<file path="config.mk">
export PLATFORM = sky130hd
export DESIGN_NAME = dmem_port_arbiter
export DESIGN_NICKNAME = d
export VERILOG_FILES = /design/src/rtl/dmem_pkg.sv /design/src/rtl/rr_pick.sv /design/src/rtl/dmem_port_arbiter.sv
export SDC_FILE = /design/constraint.sdc
export NUM_CORES = 1
export LEC_CHECK = 0
export CAP_MARGIN = 10
export CORE_AREA = 5 5 372 374
export CTS_BUF_LIST = sky130_fd_sc_hd__clkbuf_8
export DETAILED_ROUTE_END_ITERATION = 7
export DIE_AREA = 0 0 377 379
export SYNTH_ARGS = -nofsm -noshare
export SYNTH_HDL_FRONTEND = slang
export SYNTH_SLANG_ARGS = --single-unit
</file>
<file path="constraint.sdc">
create_clock -name clk -period 4.1 [get_ports clk]
set_input_delay 0.41 -clock clk [delete_from_list [all_inputs] [get_ports clk]]
set_output_delay 0.41 -clock clk [all_outputs]
set_load 0.01 [all_outputs]
</file>
<file path="src/rtl/dmem_pkg.sv">
// rtl/dmem_pkg.sv - shared defaults and FSM encoding for the data-memory port arbiter
package dmem_pkg;

  localparam int DMEM_N_REQ    = 4;
  localparam int DMEM_ADDR_W   = 8;
  localparam int DMEM_DATA_W   = 128;
  localparam int DMEM_MAX_LOCK = 16;

  localparam logic [0:0] ST_IDLE = 1'b0;
  localparam logic [0:0] ST_LOCK = 1'b1;

  // Next requester index in round-robin order, wrapping at n.
  function automatic int wrap_inc(input int idx, input int n);
    return (idx + 1 >= n) ? 0 : idx + 1;
  endfunction

endpackage

</file>
<file path="src/rtl/rr_pick.sv">
// rtl/rr_pick.sv - round-robin priority picker; search begins at ptr_i and wraps
module rr_pick
  import dmem_pkg::*;
#(
  parameter int N     = DMEM_N_REQ,
  parameter int IDX_W = $clog2(N)
) (
  input  logic [N-1:0]     req_i,
  input  logic [IDX_W-1:0] ptr_i,
  output logic [N-1:0]     gnt_o,
  output logic [IDX_W-1:0] idx_o,
  output logic             vld_o
);

  localparam int JW = IDX_W + 1;

  // One extra bit so ptr + offset never overflows before the wrap.
  logic [JW-1:0] j;

  always_comb begin
    gnt_o = '0;
    idx_o = '0;
    vld_o = 1'b0;
    j     = '0;
    for (int k = 0; k < N; k++) begin
      j = {1'b0, ptr_i} + JW'(k);
      if (j >= JW'(N)) j = j - JW'(N);
      if (!vld_o && req_i[j[IDX_W-1:0]]) begin
        vld_o               = 1'b1;
        idx_o               = j[IDX_W-1:0];
        gnt_o[j[IDX_W-1:0]] = 1'b1;
      end
    end
  end

endmodule

</file>
<file path="src/rtl/dmem_port_arbiter.sv">
// rtl/dmem_port_arbiter.sv - round-robin arbiter with lock and peer-collision stall for one memory port
module dmem_port_arbiter
  import dmem_pkg::*;
#(
  parameter int N_REQ    = DMEM_N_REQ,
  parameter int ADDR_W   = DMEM_ADDR_W,
  parameter int DATA_W   = DMEM_DATA_W,
  parameter int MAX_LOCK = DMEM_MAX_LOCK
) (
  input  logic                     clk,
  input  logic                     rst_n,
  input  logic [N_REQ-1:0]         req,
  input  logic [N_REQ-1:0]         req_we,
  input  logic [N_REQ-1:0]         req_lock,
  input  logic [N_REQ*ADDR_W-1:0]  req_addr,
  input  logic [N_REQ*DATA_W-1:0]  req_wdata,
  output logic [N_REQ-1:0]         gnt,
  output logic                     mem_we,
  output logic [ADDR_W-1:0]        mem_addr,
  output logic [DATA_W-1:0]        mem_wdata,
  input  logic [DATA_W-1:0]        mem_rdata,
  input  logic                     peer_we,
  input  logic [ADDR_W-1:0]        peer_addr,
  output logic                     rd_valid,
  output logic [$clog2(N_REQ)-1:0] rd_id,
  output logic [DATA_W-1:0]        rd_data,
  output logic                     busy
);

  localparam int IDX_W = $clog2(N_REQ);
  localparam int LCW   = $clog2(MAX_LOCK + 1);
  localparam logic [LCW-1:0] MAX_CNT = LCW'(MAX_LOCK);

  logic [0:0]       state_q, state_d;
  logic [IDX_W-1:0] ptr_q, ptr_d;
  logic [IDX_W-1:0] owner_q, owner_d;
  logic [LCW-1:0]   lock_cnt_q, lock_cnt_d, lock_cnt_inc;

  logic              mem_we_q;
  logic [ADDR_W-1:0] mem_addr_q;
  logic [DATA_W-1:0] mem_wdata_q;
  logic              rd_v1_q, rd_v2_q;
  logic [IDX_W-1:0]  rd_id1_q, rd_id2_q;

  logic [N_REQ-1:0]  owner_oh, elig, win_oh;
  logic [IDX_W-1:0]  win_idx;
  logic              win_vld, collide, accept;
  logic [ADDR_W-1:0] win_addr;
  logic [DATA_W-1:0] win_wdata;

  // While locked, everyone but the owner is masked out of the search.
  always_comb begin
    owner_oh          = '0;
    owner_oh[owner_q] = 1'b1;
    elig              = (state_q == ST_LOCK) ? (req & owner_oh) : req;
  end

  rr_pick #(
    .N (N_REQ)
  ) u_rr_pick (
    .req_i (elig),
    .ptr_i (ptr_q),
    .gnt_o (win_oh),
    .idx_o (win_idx),
    .vld_o (win_vld)
  );

  assign win_addr  = req_addr[win_idx*ADDR_W +: ADDR_W];
  assign win_wdata = req_wdata[win_idx*DATA_W +: DATA_W];
  // A peer write landing on the same address next cycle would race ours; stall one cycle.
  assign collide   = peer_we && (peer_addr == win_addr);
  assign accept    = rst_n && win_vld && !collide;
  assign gnt       = accept ? win_oh : '0;

  assign lock_cnt_inc = lock_cnt_q + 1'b1;

  always_comb begin
    state_d    = state_q;
    ptr_d      = ptr_q;
    owner_d    = owner_q;
    lock_cnt_d = lock_cnt_q;
    if (accept) ptr_d = IDX_W'(wrap_inc(int'(win_idx), N_REQ));
    case (state_q)
      ST_IDLE: begin
        if (accept && req_lock[win_idx] && (MAX_LOCK > 1)) begin
          state_d    = ST_LOCK;
          owner_d    = win_idx;
          lock_cnt_d = LCW'(1);
        end
      end
      ST_LOCK: begin
        if (!req_lock[owner_q] || (accept && (lock_cnt_inc == MAX_CNT))) begin
          state_d    = ST_IDLE;
          lock_cnt_d = '0;
          ptr_d      = IDX_W'(wrap_inc(int'(owner_q), N_REQ));
        end else if (accept) begin
          lock_cnt_d = lock_cnt_inc;
        end
      end
      default: state_d = ST_IDLE;
    endcase
  end

  always_ff @(posedge clk) begin
    if (!rst_n) begin
      state_q     <= ST_IDLE;
      ptr_q       <= '0;
      owner_q     <= '0;
      lock_cnt_q  <= '0;
      mem_we_q    <= 1'b0;
      mem_addr_q  <= '0;
      mem_wdata_q <= '0;
      rd_v1_q     <= 1'b0;
      rd_v2_q     <= 1'b0;
      rd_id1_q    <= '0;
      rd_id2_q    <= '0;
    end else begin
      state_q    <= state_d;
      ptr_q      <= ptr_d;
      owner_q    <= owner_d;
      lock_cnt_q <= lock_cnt_d;
      mem_we_q   <= accept & req_we[win_idx];
      if (accept) begin
        mem_addr_q  <= win_addr;
        mem_wdata_q <= win_wdata;
      end
      rd_v1_q  <= accept & ~req_we[win_idx];
      rd_id1_q <= win_idx;
      rd_v2_q  <= rd_v1_q;
      rd_id2_q <= rd_id1_q;
    end
  end

  assign mem_we    = mem_we_q;
  assign mem_addr  = mem_addr_q;
  assign mem_wdata = mem_wdata_q;
  assign rd_valid  = rd_v2_q;
  assign rd_id     = rd_id2_q;
  assign rd_data   = rd_v2_q ? mem_rdata : '0;
  assign busy      = (state_q == ST_LOCK);

endmodule
</file>
== After elaboration in Yosys (flattened, before gate mapping) ==
Index checks and enable logic that the tools add are counted.
Word-level totals
  register bits after elaboration: 153
  input port bits: 695
  word-level logic and storage cells: 128
Cells by class
  $add $sub $neg: 10
  order comparisons: 17
  equal/unequal tests: 4
  shift operators: 2
  multiplexer cells: 55
  bitwise logic cells: 8
  reductions and logical operators: 21
Operators with widths (count)
  512-bit by 10-bit variable part select with 128-bit output: 1
  128-bit two-way mux: 1
  32-bit by 6-bit variable part select with 8-bit output: 1
  2-bit two-way mux: 13
  4-bit two-way mux: 6
  2-bit by 3-bit less-than comparator with 1-bit output (second input constant): 6
  1-bit two-way mux: 18
  3-bit >= comparator (second input constant): 5
  5-bit two-way mux: 3
  1-bit binary-select mux with 2-bit select: 7
  1-bit logical AND: 13
  4-bit OR: 3
  1-bit demux with 2-bit select: 5
  2-bit by 1-bit >= comparator with 1-bit output (second input constant): 5
  5-bit one-hot mux with 2 select lines: 1
  2-bit by 1-bit adder with 3-bit output (second input constant): 3
  8-bit == test: 1
  2-bit by 1-bit subtractor with 2-bit output (second input constant): 4
  2-bit by 2-bit adder with 3-bit output (second input constant): 2
  5-bit by 1-bit adder with 5-bit output (second input constant): 1
  5-bit == test (second input constant): 1
  1-bit zero test: 5
  4-bit bitwise AND: 1
  2-bit AND reduction: 2
  other kinds (7): 9

== Depth between registers and ports, before layout ==
Gate-level depths: netlist of run 1.
  depth after elaboration: 27
  gate-level depth with buffers: 20

== By module ==
From an unflattened synthesis of run 1, not the netlist that was laid out.
Second synthesis, totals
  cell total of the unflattened synthesis: 1054
  area total of the unflattened synthesis: 10520.1 sq um
By module, submodules not included
  dmem_port_arbiter: instances 1, cells an instance 1009, area each 10098.4 sq um, sequential area each 3062.9 sq um
  rr_pick: instances 1, cells an instance 45, area each 421.7 sq um, sequential area each 0.0 sq um

== Worst setup path before layout of run 1 ==
OpenSTA, ideal clock, no wires.
  kind: flip-flop to output port
  from: register ptr_q[0]
  to: output gnt[0]
  arrival time: 4.044 ns
  required time: 3.690 ns
  slack: -0.354 ns
  stages on the path, launching flop included: 19
  cell sequence: dfxtp_1 > buf_4 > buf_6 > inv_1 > clkbuf_1 > ha_1 > a211oi_2 > o221a_2 > o21ai_2 > and2_1 > buf_2 > a32oi_1 > xnor2_1 > nand4_1 > nor4_4 > nor2_1 > buf_2 > nand2_1 > a21oi_1
On the way
  longest elaborated chain between the ends: 20
RTL lines
  start: declaration: RTL line dmem_port_arbiter.sv:35  | logic [IDX_W-1:0] ptr_q, ptr_d;
  start signal: assignment: RTL line dmem_port_arbiter.sv:119  | ptr_q <= ptr_d;
  branches (longest 19 deep; another with 2-bit by 1-bit adder with 3-bit output)
  4-bit two-way mux (*): RTL line dmem_port_arbiter.sv:73  | assign gnt = accept ? win_oh : '0;
  end: declaration: RTL line dmem_port_arbiter.sv:17  | output logic [N_REQ-1:0] gnt,
Every way passes the cells marked *. The select of a mux whose other input is x is not followed.

== Worst setup path after layout of run 1 ==
  from: register owner_q[1]
  to: output gnt[0]
On the way
  longest elaborated chain between the ends: 24
RTL lines
  start: declaration: RTL line dmem_port_arbiter.sv:36  | logic [IDX_W-1:0] owner_q, owner_d;
  start signal: assignment: RTL line dmem_port_arbiter.sv:120  | owner_q <= owner_d;
  2-bit by 3-bit less-than comparator with 1-bit output (not written as such) or 2-bit by 1-bit >= comparator with 1-bit output (tied branches): RTL line dmem_port_arbiter.sv:54  | owner_oh[owner_q] = 1'b1;
  1-bit logical AND (not written as such): RTL line dmem_port_arbiter.sv:54
  1-bit two-way mux (not written as such): RTL line dmem_port_arbiter.sv:54
  1-bit demux with 2-bit select (*): RTL line dmem_port_arbiter.sv:54
  4-bit bitwise AND (*): RTL line dmem_port_arbiter.sv:55  | elig = (state_q == ST_LOCK) ? (req & owner_oh) : req;
  4-bit two-way mux (*): RTL line dmem_port_arbiter.sv:55
  1-bit binary-select mux with 2-bit select: RTL line rr_pick.sv:28  | if (!vld_o && req_i[j[IDX_W-1:0]]) begin
  1-bit two-way mux (not written as such): RTL line rr_pick.sv:28
  (+8 left out)
  1-bit logical AND: RTL line rr_pick.sv:28
  2-bit two-way mux: RTL line rr_pick.sv:28
  32-bit by 6-bit variable part select with 8-bit output: RTL line dmem_port_arbiter.sv:68  | assign win_addr = req_addr[win_idx*ADDR_W +: ADDR_W];
  8-bit == test: RTL line dmem_port_arbiter.sv:71  | assign collide = peer_we && (peer_addr == win_addr);
  1-bit logical AND: RTL line dmem_port_arbiter.sv:71
  1-bit zero test: RTL line dmem_port_arbiter.sv:72  | assign accept = rst_n && win_vld && !collide;
  1-bit logical AND: RTL line dmem_port_arbiter.sv:72
  4-bit two-way mux (*): RTL line dmem_port_arbiter.sv:73
Mark *: on every way between the ends. The rest lies on a longest branch, timed or not. The select of a mux whose other input is x is not followed.

==> qor.yml, run 1 <==
synth-edff-count: 0
crit_required_ps: 3690
drt_first_pass_iters: 6
layout_common_cells: "clkdlybuf4s50_1 (963), nand2_1 (686), nand3_1 (403), buf_4 (160), dfxtp_1 (148)"
hold_path.class: "reg2reg"
io_pins: 968
finalCritPeriodShare_pct: 110.8
cts_root_buf: "clkbuf_8"
die_h_um: 379
ant_nets: 0
gr-total-overflow: 0
numCtsBuffers: 17
drtIter0Drc: 1482
die_area_um2: 142900
irDropWorstVdd_mv: 0.5786
endpoint: "gnt[0]"
r2r_cells: 21
syn_inst: 1893
yosys.area_share.xor_xnor_pct: 0.6809
place.gp.congestion: 0.8927
synth_mux_area_share_pct: 1.362
syn_avg_cell_area_um2: 6.115
yosysSeqAreaShare_pct: 26.46
crit_buf_inv: 7
synth_top_family_by_area: "simple AND/OR/NAND/NOR gates"
cpPeakStageDelay_ps: 350
power.density_nw_per_um2: 775.3
clock_skew_ps: 19.99
fin_area_um2: 25550
drive_above_1_share_pct: 10.47
synth_compound_area_share_pct: 12.85
max_freq_mhz: 220.0
crit_path_start: "owner_q[1]$_SDFFE_PN0P_"
cp_slowest_cell: "dfxtp_2"
synth_seq_cells: 153
grt_max_degree: 141
setup-violations-final: 6
maxCapViolCount: 0
crit_chain: "buf_6 > ha_4 > buf_6 > mux2i_4 > a21o_4 > buf_4 > nand2_1 > buf_4 > a31oi_1 > a211oi_2 > buf_4 > xor2_1 > nor2_1 > a31oi_4 > nor4_4 > buf_4 > nor2_4 > nand2_4 > a21oi_4 > buf_12"
setup_ws_ps: -444.6
core_area_um2: 134600
mostFrequentLayoutCell: "clkdlybuf4s50_1"
r2r-end: "mem_wdata[76]$_SDFFE_PN0P_"
report.final.slew_viol_count: 0
status: "complete, but fails checks"
critical_path.most_common_cell: "buf_4"
yosys.area_share.simple_pct: 50.31
synth_ff_type: "dfxtp_1"
postRouteWirelength_mm: 124.4
grt_pass1_wl_mm: 157.4
grt_pass1_vias: 17680
grt_use_total_pct: 16.31
nNetsFinal: 3621
grt_antenna_before_repair: 78
cts_tree: "yes"
cp_max_fo: 5
cts_max_path_buffers: 2
die_w_um: 377
syn_to_final_growth_pct: 120.7
hold_depth: 1
cp.depth: 20
min_period_ps: 4545
fin_hold_ws_ps: 445.9
regToRegStartpoint: "owner_q[1]$_SDFFE_PN0P_"
crit_path_end_kind: "output pin"
clk_pin_slew_ps: 110
htreeDepth: 4
via_per_inst: 3.867
hold_violations: 0
slew_headroom_pct: 24.92
io_buffers: 967
crit_family: "buffers and inverters"
hpwl_mm: 105.5
ff2ff_setup_slack_ps: -10
arrival_ps: 4130
cts_sinks: 153
p_leak_nw: 9.766
syn_nets: 2603
rsz0062_at_grt: "yes"
worstMarginPinSlew_ps: 1126
clkLatencyLatePin_ps: 610
violations: "setup timing"
synthAdderAreaFrac_pct: 1.621
wl_per_cell_um: 26.26
synth_cell_types: 70
drc: 0
syn_area_um2: 11580
num_rows: 135
vias: 18320
min_from: "rd_id1_q[1]$_SDFF_PN0_"
critPathKind: "reg2out"
initial_core_util_pct: 8.599
start_kind: "flop"
yosysWarningCount: 0
placed_cell_area_um2: 24200
synthArstFlopShare_pct: 0
==> worst min path at each step <==
| stage | to | slack [ps] |
|---|---|---|
| floorplan | rd_id[0]$_SDFF_PN0_ | 410 |
| global placement | rd_valid$_SDFF_PN0_ | 410 |
| detailed placement | rd_valid$_SDFF_PN0_ | 420 |
| CTS | mem_wdata[110]$_SDFFE_PN0P_ | 350 |
| global route | mem_wdata[106]$_SDFFE_PN0P_ | 440 |
| finish | rd_id[1]$_SDFF_PN0_ | 450 |
==> registers in the layout, indices dropped and copies added, names as in the netlist, 2 cells and up <==
signal and cells:
rd_id 2, owner_q 2, rd_id1_q 2, mem_wdata 128, lock_cnt_q 5, ptr_q 2
mem_addr 8
==> cells by family (layout without fill, tap and decap cells) <==
kind of cell | after synthesis | in the layout
AOI/OAI and AO/OA | 239 | 239
xor gates and xnor gates | 9 | 9
adders and majority gates | 15 | 15
buffers and inverters | 172 | 1203
DFF | 153 | 153
muxes | 14 | 14
other | 0 | 32
and+or+nand+nor | 1291 | 1291
==> final cells by class <==
class                           count  area [um^2]
Antenna cell                       32        80.08
Clock buffer                       17        234.0
Clock inverter                     15        165.2
Fill cell                       15220       109100
Inverter                           10        45.04
Multi-Input combinational cell   1568         8202
Sequential cell                   153         3077
Tap cell                         1781         2228
Timing Repair Buffer             1161        11520
==> timing repair <==
action                                  CTS  global route
gates resized for setup                  73            24
buffers inserted                         26            10
cloned                                    1             3
hold buffers                              0             0
endpoints found under the setup margin  134           140
pin swaps                                25            17
==> routing by layer <==
layer	share of wire (%)	vias up	global-route usage, %
li1	-	8443	-
met1	38	8681	18.32
met2	48	990	26.77
met3	11	174	7.494
met4	3.3	32	6.732
met5	0.16	-	0
==> worst register-to-register path, stage by stage, from the launching register on <==
cell      delay, ps
dfxtp_2         350
buf_6           120
ha_4            160
buf_6           110
mux2i_4         230
a21o_4          170
buf_4           130
nand2_1         170
buf_4           220
a31oi_1         310
a211oi_2        130
buf_4           160
xor2_1          130
nor2_1          180
a31oi_4          60
nor4_4          300
buf_4           200
or2_4           260
buf_12          190
buf_12          200
nand2_1          80
a21oi_1         150
==> stage by stage <==
stage	setup TNS (ps)	util [%]	setup WS, ps	std cells	power, mW
after global routing	-19360	18.95	-657.3	4725	21.28
final	-1767	18.98	-444.6	4737	19.81
after CTS	-1944	18.72	-494.6	4693	19.67
after detailed placement	-12260	17.97	-193.2	4634	17.60
after global placement	-9637	17.97	-161.6	4634	17.58
after floorplan	0	-	24.32	1893	9.870
==> synth_stat cells (all sizes together) (2+ instances only) <==
cell | instances | area share, %
and4 | 2 | 0.15
inv | 10 | 0.32
and3 | 3 | 0.16
nand2 | 689 | 22
or2 | 4 | 0.22
nand4 | 3 | 0.16
a31oi | 4 | 0.27
a32oi | 3 | 0.23
ha | 15 | 1.6
nor4 | 3 | 0.29
o211ai | 6 | 0.48
and2 | 134 | 7.2
a211oi | 8 | 0.61
and3b | 2 | 0.15
a22oi | 4 | 0.30
o32a | 5 | 0.43
o311ai | 3 | 0.23
o221a | 2 | 0.19
a21o | 6 | 0.39
dfxtp | 153 | 26
or3 | 6 | 0.32
a2bb2oi | 3 | 0.23
buf | 43 | 2.5
o21ai | 10 | 0.46
nand3 | 404 | 18
a21oi | 154 | 6.7
nor2 | 17 | 0.57
a21boi | 2 | 0.13
clkbuf | 119 | 3.9
a211o | 3 | 0.23
nor3 | 15 | 0.65
o31ai | 3 | 0.19
a311oi | 2 | 0.15
a222oi | 4 | 0.35
mux2i | 12 | 1.1
o221ai | 7 | 0.58
nand2b | 4 | 0.22
xnor2 | 8 | 0.61
or4 | 2 | 0.13
o32ai | 2 | 0.15
==> where the power goes <==
part	switching [mW]	total [mW]	internal (mW)
clock network	0.765	1.32	0.553
logic	9.57	15.9	6.38
registers	0.443	2.54	2.10
(Power assumes the default switching activity.)
==> run 2: changes to the inputs <==
- clock period: 4.1 -> 3.8 ns (I/O delays scaled with it)
==> qor.yml, run 2 (synthesized netlist as in run 1, its figures left out) <==
status: "complete, but fails checks"
violations: "setup timing"
top_layer: "met5"
ant_nets: 0  # unchanged
irDropWorstVdd_mv: 0.9379  # +62%
io_pins: 968  # unchanged
die_w_um: 377  # unchanged
via_per_inst: 3.997  # +3.3%
max_freq_mhz: 232.5
drc: 0  # unchanged
critPathKind: "reg2out"
crit_required_ps: 3420  # -270 ps
slew_headroom_pct: 22.08  # -2.8 points
hpwl_mm: 109.4  # +3.7%
setup-violations-final: 145  # +139
core_area_um2: 134600  # unchanged
grt_pass1_wl_mm: 169.3  # +7.6%
ff2ff_setup_slack_ps: -330  # -320 ps
wl_met3_mm: 13.90  # +4.0%
postRouteWirelength_mm: 137.2  # +10%
drtIter0Drc: 1493  # +0.74%
min_period_ps: 4302
crit_path_end_kind: "output pin"
die_area_um2: 142900  # unchanged
wl_per_cell_um: 28.83  # +9.8%
met1_length_mm: 55.33  # +17%
largest_register_ffs: 128  # unchanged
cts_sinks: 153  # unchanged
fin_util_pct: 20.24  # +1.3 points
p_leak_nw: 10.69  # +9.5%
report.final.slew_viol_count: 0  # unchanged
cts_max_path_buffers: 2  # unchanged
grt_pass1_vias: 18340  # +3.7%
io_buffers: 967  # unchanged
cts_tree: "yes"
htreeDepth: 4  # unchanged
initial_core_util_pct: 8.599  # unchanged
drt_first_pass_iters: 5  # -1
nFillCells: 15120  # -0.65%
grt_use_total_pct: 17.59  # +1.3 points
start_kind: "flop"
hold_violations: 0  # unchanged
hold_path.class: "reg2reg"
numCtsBuffers: 17  # unchanged
die_h_um: 379  # unchanged
mostFrequentLayoutCell: "clkdlybuf4s50_1"
worstMarginPinSlew_ps: 1169  # +42.65 ps
rsz0062_at_grt: "yes"
gr-total-overflow: 0  # unchanged
nNetsFinal: 3653  # +0.88%
grt_max_degree: 144  # +2.1%
setup_ws_ps: -501.8  # -57.14 ps
grt_antenna_before_repair: 70  # -10%
clkLatencyLatePin_ps: 620  # about the same
arrival_ps: 3920  # -210 ps
clk_pin_slew_ps: 100  # about the same
drive_above_1_share_pct: 19.42  # +9.0 points
layout_common_cells: "clkdlybuf4s50_1 (963), nand2_1 (563), nand3_1 (396), dfxtp_1 (149), buf_4 (144)"
fin_total_pwr_mw: 23.33  # +18%
wl_met2_mm: 62.48  # +5.3%
finalCritPeriodShare_pct: 113.2
place.gp.congestion: 0.9279  # +3.9%
maxCapViolCount: 0  # unchanged
clock_skew_ps: 18.07  # -1.919 ps
syn_to_final_growth_pct: 135.4
cts_root_buf: "clkbuf_8"
vias: 19020  # +3.8%
num_rows: 135  # unchanged
cp_max_fo: 7  # +2
power.density_nw_per_um2: 855.9  # +10%
run 2: metal layers:
metal  up-vias  track usage (%)
li1       8514                -
met1      9243            21.52
met2      1037            28.03
met3       198            7.064
met4        28            6.013
met5         -                0
run 2: what timing repair did:
item                       4_1_cts  5_1_grt
gates resized for setup        285      144
pin swaps                      213       35
cloned                          14       10
setup endpoints to repair      149      148
hold buffers                     0        0
setup buffers                   35       12
run 2: cell type report:
type	instances	area (um^2)	area share, %
Inverter	10	53.80	0.1974
Sequential cell	153	3078	11.29
Clock inverter	15	252.7	0.9274
Tap cell	1781	2228	8.177
Timing Repair Buffer	1192	12240	44.92
Clock buffer	17	234.0	0.8585
Antenna cell	22	55.05	0.2020
Multi-Input combinational cell	1569	9107	33.42
run 2: worst paths after layout:
kind,startpoint,end,cells past startpoint
hold / removal,rd_id1_q[0]$_SDFF_PN0_,rd_id[0]$_SDFF_PN0_,1
setup reg to reg,ptr_q[0]$_SDFF_PN0_,mem_wdata[79]$_SDFFE_PN0P_,22
hold reg to reg,rd_id1_q[0]$_SDFF_PN0_,rd_id[0]$_SDFF_PN0_,1
setup / recovery,ptr_q[0]$_SDFF_PN0_,gnt[3],17
run 2: per-stage QoR:
stage | hold WS [ps] | instance area (um^2) | std cells | setup WS [ps] | setup TNS (ps)
3_5_place_dp | 417.8 | 24330 | 4647 | -580.7 | -70180
6_report | 443.0 | 27250 | 4759 | -501.8 | -29330
5_1_grt | 393.6 | 27220 | 4747 | -735.4 | -52140
4_1_cts | 332.1 | 26520 | 4723 | -570.6 | -22890
3_3_place_gp | 413.5 | 24330 | 4647 | -643.9 | -77370
2_1_floorplan | 411.9 | 11700 | 1893 | -184.7 | -12520
run 2: worst max-delay path, stage by stage, from the launching register on:
cell and delay [ps]:
dfxtp_4 400, buf_4 180, mux2i_4 270, a21o_1 170, buf_4 110, buf_4 160
o211ai_4 150, buf_4 180, o32a_1 160, mux2_2 280, and3b_1 190, nor3_2 180
a22oi_2 100, nor4_4 360, nor2_4 90, nand2_8 130, a21oi_2 50, buf_2 160
run 2: report_power, final:
part | total (mW) | switching (mW) | internal, mW
registers | 2.88 | 0.611 | 2.27
clock network | 1.68 | 0.872 | 0.809
logic | 18.8 | 11.1 | 7.71
==> run 3: changes to the inputs <==
- SETUP_SLACK_MARGIN: default -> 0.4
==> qor.yml, run 3 (synthesized netlist as in run 1, its figures left out) <==
min_period_ps: 4443  # +141.0 ps
crit_path_end_kind: "output pin"
initial_core_util_pct: 8.599  # unchanged
fin_total_pwr_mw: 24.50  # +5.0%
worstMarginPinSlew_ps: 973.5  # -195.4 ps
status: "complete, but fails checks"
drc: 0  # unchanged
critPathKind: "reg2out"
violations: "setup timing"
grt_antenna_before_repair: 79  # +13%
cts_tree: "yes"
io_buffers: 967  # unchanged
cts_root_buf: "clkbuf_8"
met1_length_mm: 51.09  # -7.7%
grt_pass1_vias: 18630  # +1.6%
drt_first_pass_iters: 7  # +2
num_rows: 135  # unchanged
rsz0062_at_grt: "yes"
postRouteWirelength_mm: 129.5  # -5.6%
arrival_ps: 4060  # +140 ps
die_w_um: 377  # unchanged
layout_common_cells: "clkdlybuf4s50_1 (963), nand2_1 (554), nand3_1 (367), buf_4 (173), dfxtp_1 (149)"
finalCritPeriodShare_pct: 116.9  # +3.7 points
drtIter0Drc: 1257  # -16%
wl_met3_mm: 11.56  # -17%
die_h_um: 379  # unchanged
core_area_um2: 134600  # unchanged
cts_max_path_buffers: 2  # unchanged
clkLatencyLatePin_ps: 640  # +20 ps
grt_use_total_pct: 17.15  # -0.44 points
top_layer: "met5"
hold_violations: 0  # unchanged
vias: 18950  # -0.35%
cts_sinks: 153  # unchanged
grt_pass1_wl_mm: 166.0  # -2.0%
gr-total-overflow: 0  # unchanged
wl_per_cell_um: 26.79  # -7.1%
numCtsBuffers: 17  # unchanged
hold_path.class: "in2reg"
irDropWorstVdd_mv: 0.6052  # -35%
max_freq_mhz: 225.1  # -3.2%
p_leak_nw: 11.17  # +4.5%
power.density_nw_per_um2: 865.5  # +1.1%
setup_ws_ps: -642.8  # -141.0 ps
nFillCells: 15060  # -0.40%
start_kind: "flop"
maxCapViolCount: 0  # unchanged
drive_above_1_share_pct: 23.41  # +4.0 points
io_pins: 968  # unchanged
hpwl_mm: 106.3  # -2.9%
via_per_inst: 3.922  # -1.9%
crit_required_ps: 3420  # about the same
slew_headroom_pct: 35.10  # +13 points
htreeDepth: 4  # unchanged
nNetsFinal: 3725  # +2.0%
cp_max_fo: 7  # unchanged
grt_max_degree: 133  # -7.6%
ant_nets: 0  # unchanged
report.final.slew_viol_count: 0  # unchanged
place.gp.congestion: 0.9281  # about the same
fin_util_pct: 21.03  # +0.79 points
syn_to_final_growth_pct: 144.6
clock_skew_ps: 39.28  # +21.21 ps
wl_met2_mm: 62.49  # about the same
setup-violations-final: 151  # +4.1%
mostFrequentLayoutCell: "clkdlybuf4s50_1"
die_area_um2: 142900  # unchanged
clk_pin_slew_ps: 130  # +30 ps
largest_register_ffs: 128  # unchanged
run 3: final timing paths:
| check | from | depth (start not counted) | end | slack (ps) |
|---|---|---|---|---|
| worst max-delay path | owner_q[1]$_SDFFE_PN0P_ | 18 | gnt[2] | -640 |
| worst min-delay path | req_wdata[242] | 5 | mem_wdata[114]$_SDFFE_PN0P_ | 440 |
| worst max register to register | owner_q[1]$_SDFFE_PN0P_ | 29 | mem_addr[4]$_SDFFE_PN0P_ | -580 |
| worst min register to register | rd_v1_q$_SDFF_PN0_ | 1 | rd_valid$_SDFF_PN0_ | 440 |
run 3: where the power goes:
part           switching [mW]  internal, mW  total [mW]  leakage, nW
clock                   0.952         0.492        1.44        0.192
sequential              0.573          2.27        2.84         1.27
combinational            11.5          8.74        20.2         9.70
total                    13.0          11.5        24.5         11.2
run 3: critical path, stage by stage (launching register included):
cell	delay [ps]
dfxtp_4	390
buf_6	130
ha_4	160
buf_4	130
mux2i_4	190
a211oi_4	120
o221a_4	310
buf_12	150
or4_4	420
o311ai_4	80
a31oi_2	90
xnor2_1	230
a31oi_2	150
nor4_4	360
nor2_4	100
nand2_8	100
buf_8	130
a21oi_4	40
buf_12	160
run 3: cell type report:
class,instances,area [um^2],share of cell area (%)
multi-input combinational,1568,9447,33.36
timing repair buffer,1265,13060,46.12
clock buffer,17,234.0,0.8264
clock inverter,15,156.4,0.5524
tap,1781,2228,7.870
sequential,153,3078,10.87
inverter,10,53.80,0.1900
antenna,23,57.56,0.2033
run 3: routing by layer:
metal | global-route usage [%] | vias up
li1 | - | 8633
met1 | 20.06 | 9147
met2 | 29.06 | 952
met3 | 6.195 | 195
met4 | 5.811 | 26
met5 | 0 | -
run 3: repair_timing:
action                                 in CTS  in global routing
hold buffers                                0                  0
gates resized for setup                   369                171
pin swaps                                 241                 30
cloned                                     13                  1
setup buffers                              68                 12
endpoints found under the hold margin       0                  0
setup endpoints to repair                 152                152
run 3: per-stage QoR:
step | cells | setup WS, ps | hold WS, ps | instance area [um^2] | TNS [ps]
3_3_place_gp | 4683 | -551.8 | 415.0 | 24680 | -56260
2_1_floorplan | 1893 | -184.4 | 411.9 | 11700 | -12510
4_1_cts | 4796 | -700.2 | 315.6 | 27360 | -38010
6_report | 4832 | -642.8 | 437.8 | 28310 | -48950
5_1_grt | 4824 | -856.7 | 375.8 | 28290 | -72310
3_5_place_dp | 4683 | -564.0 | 420.1 | 24680 | -57970
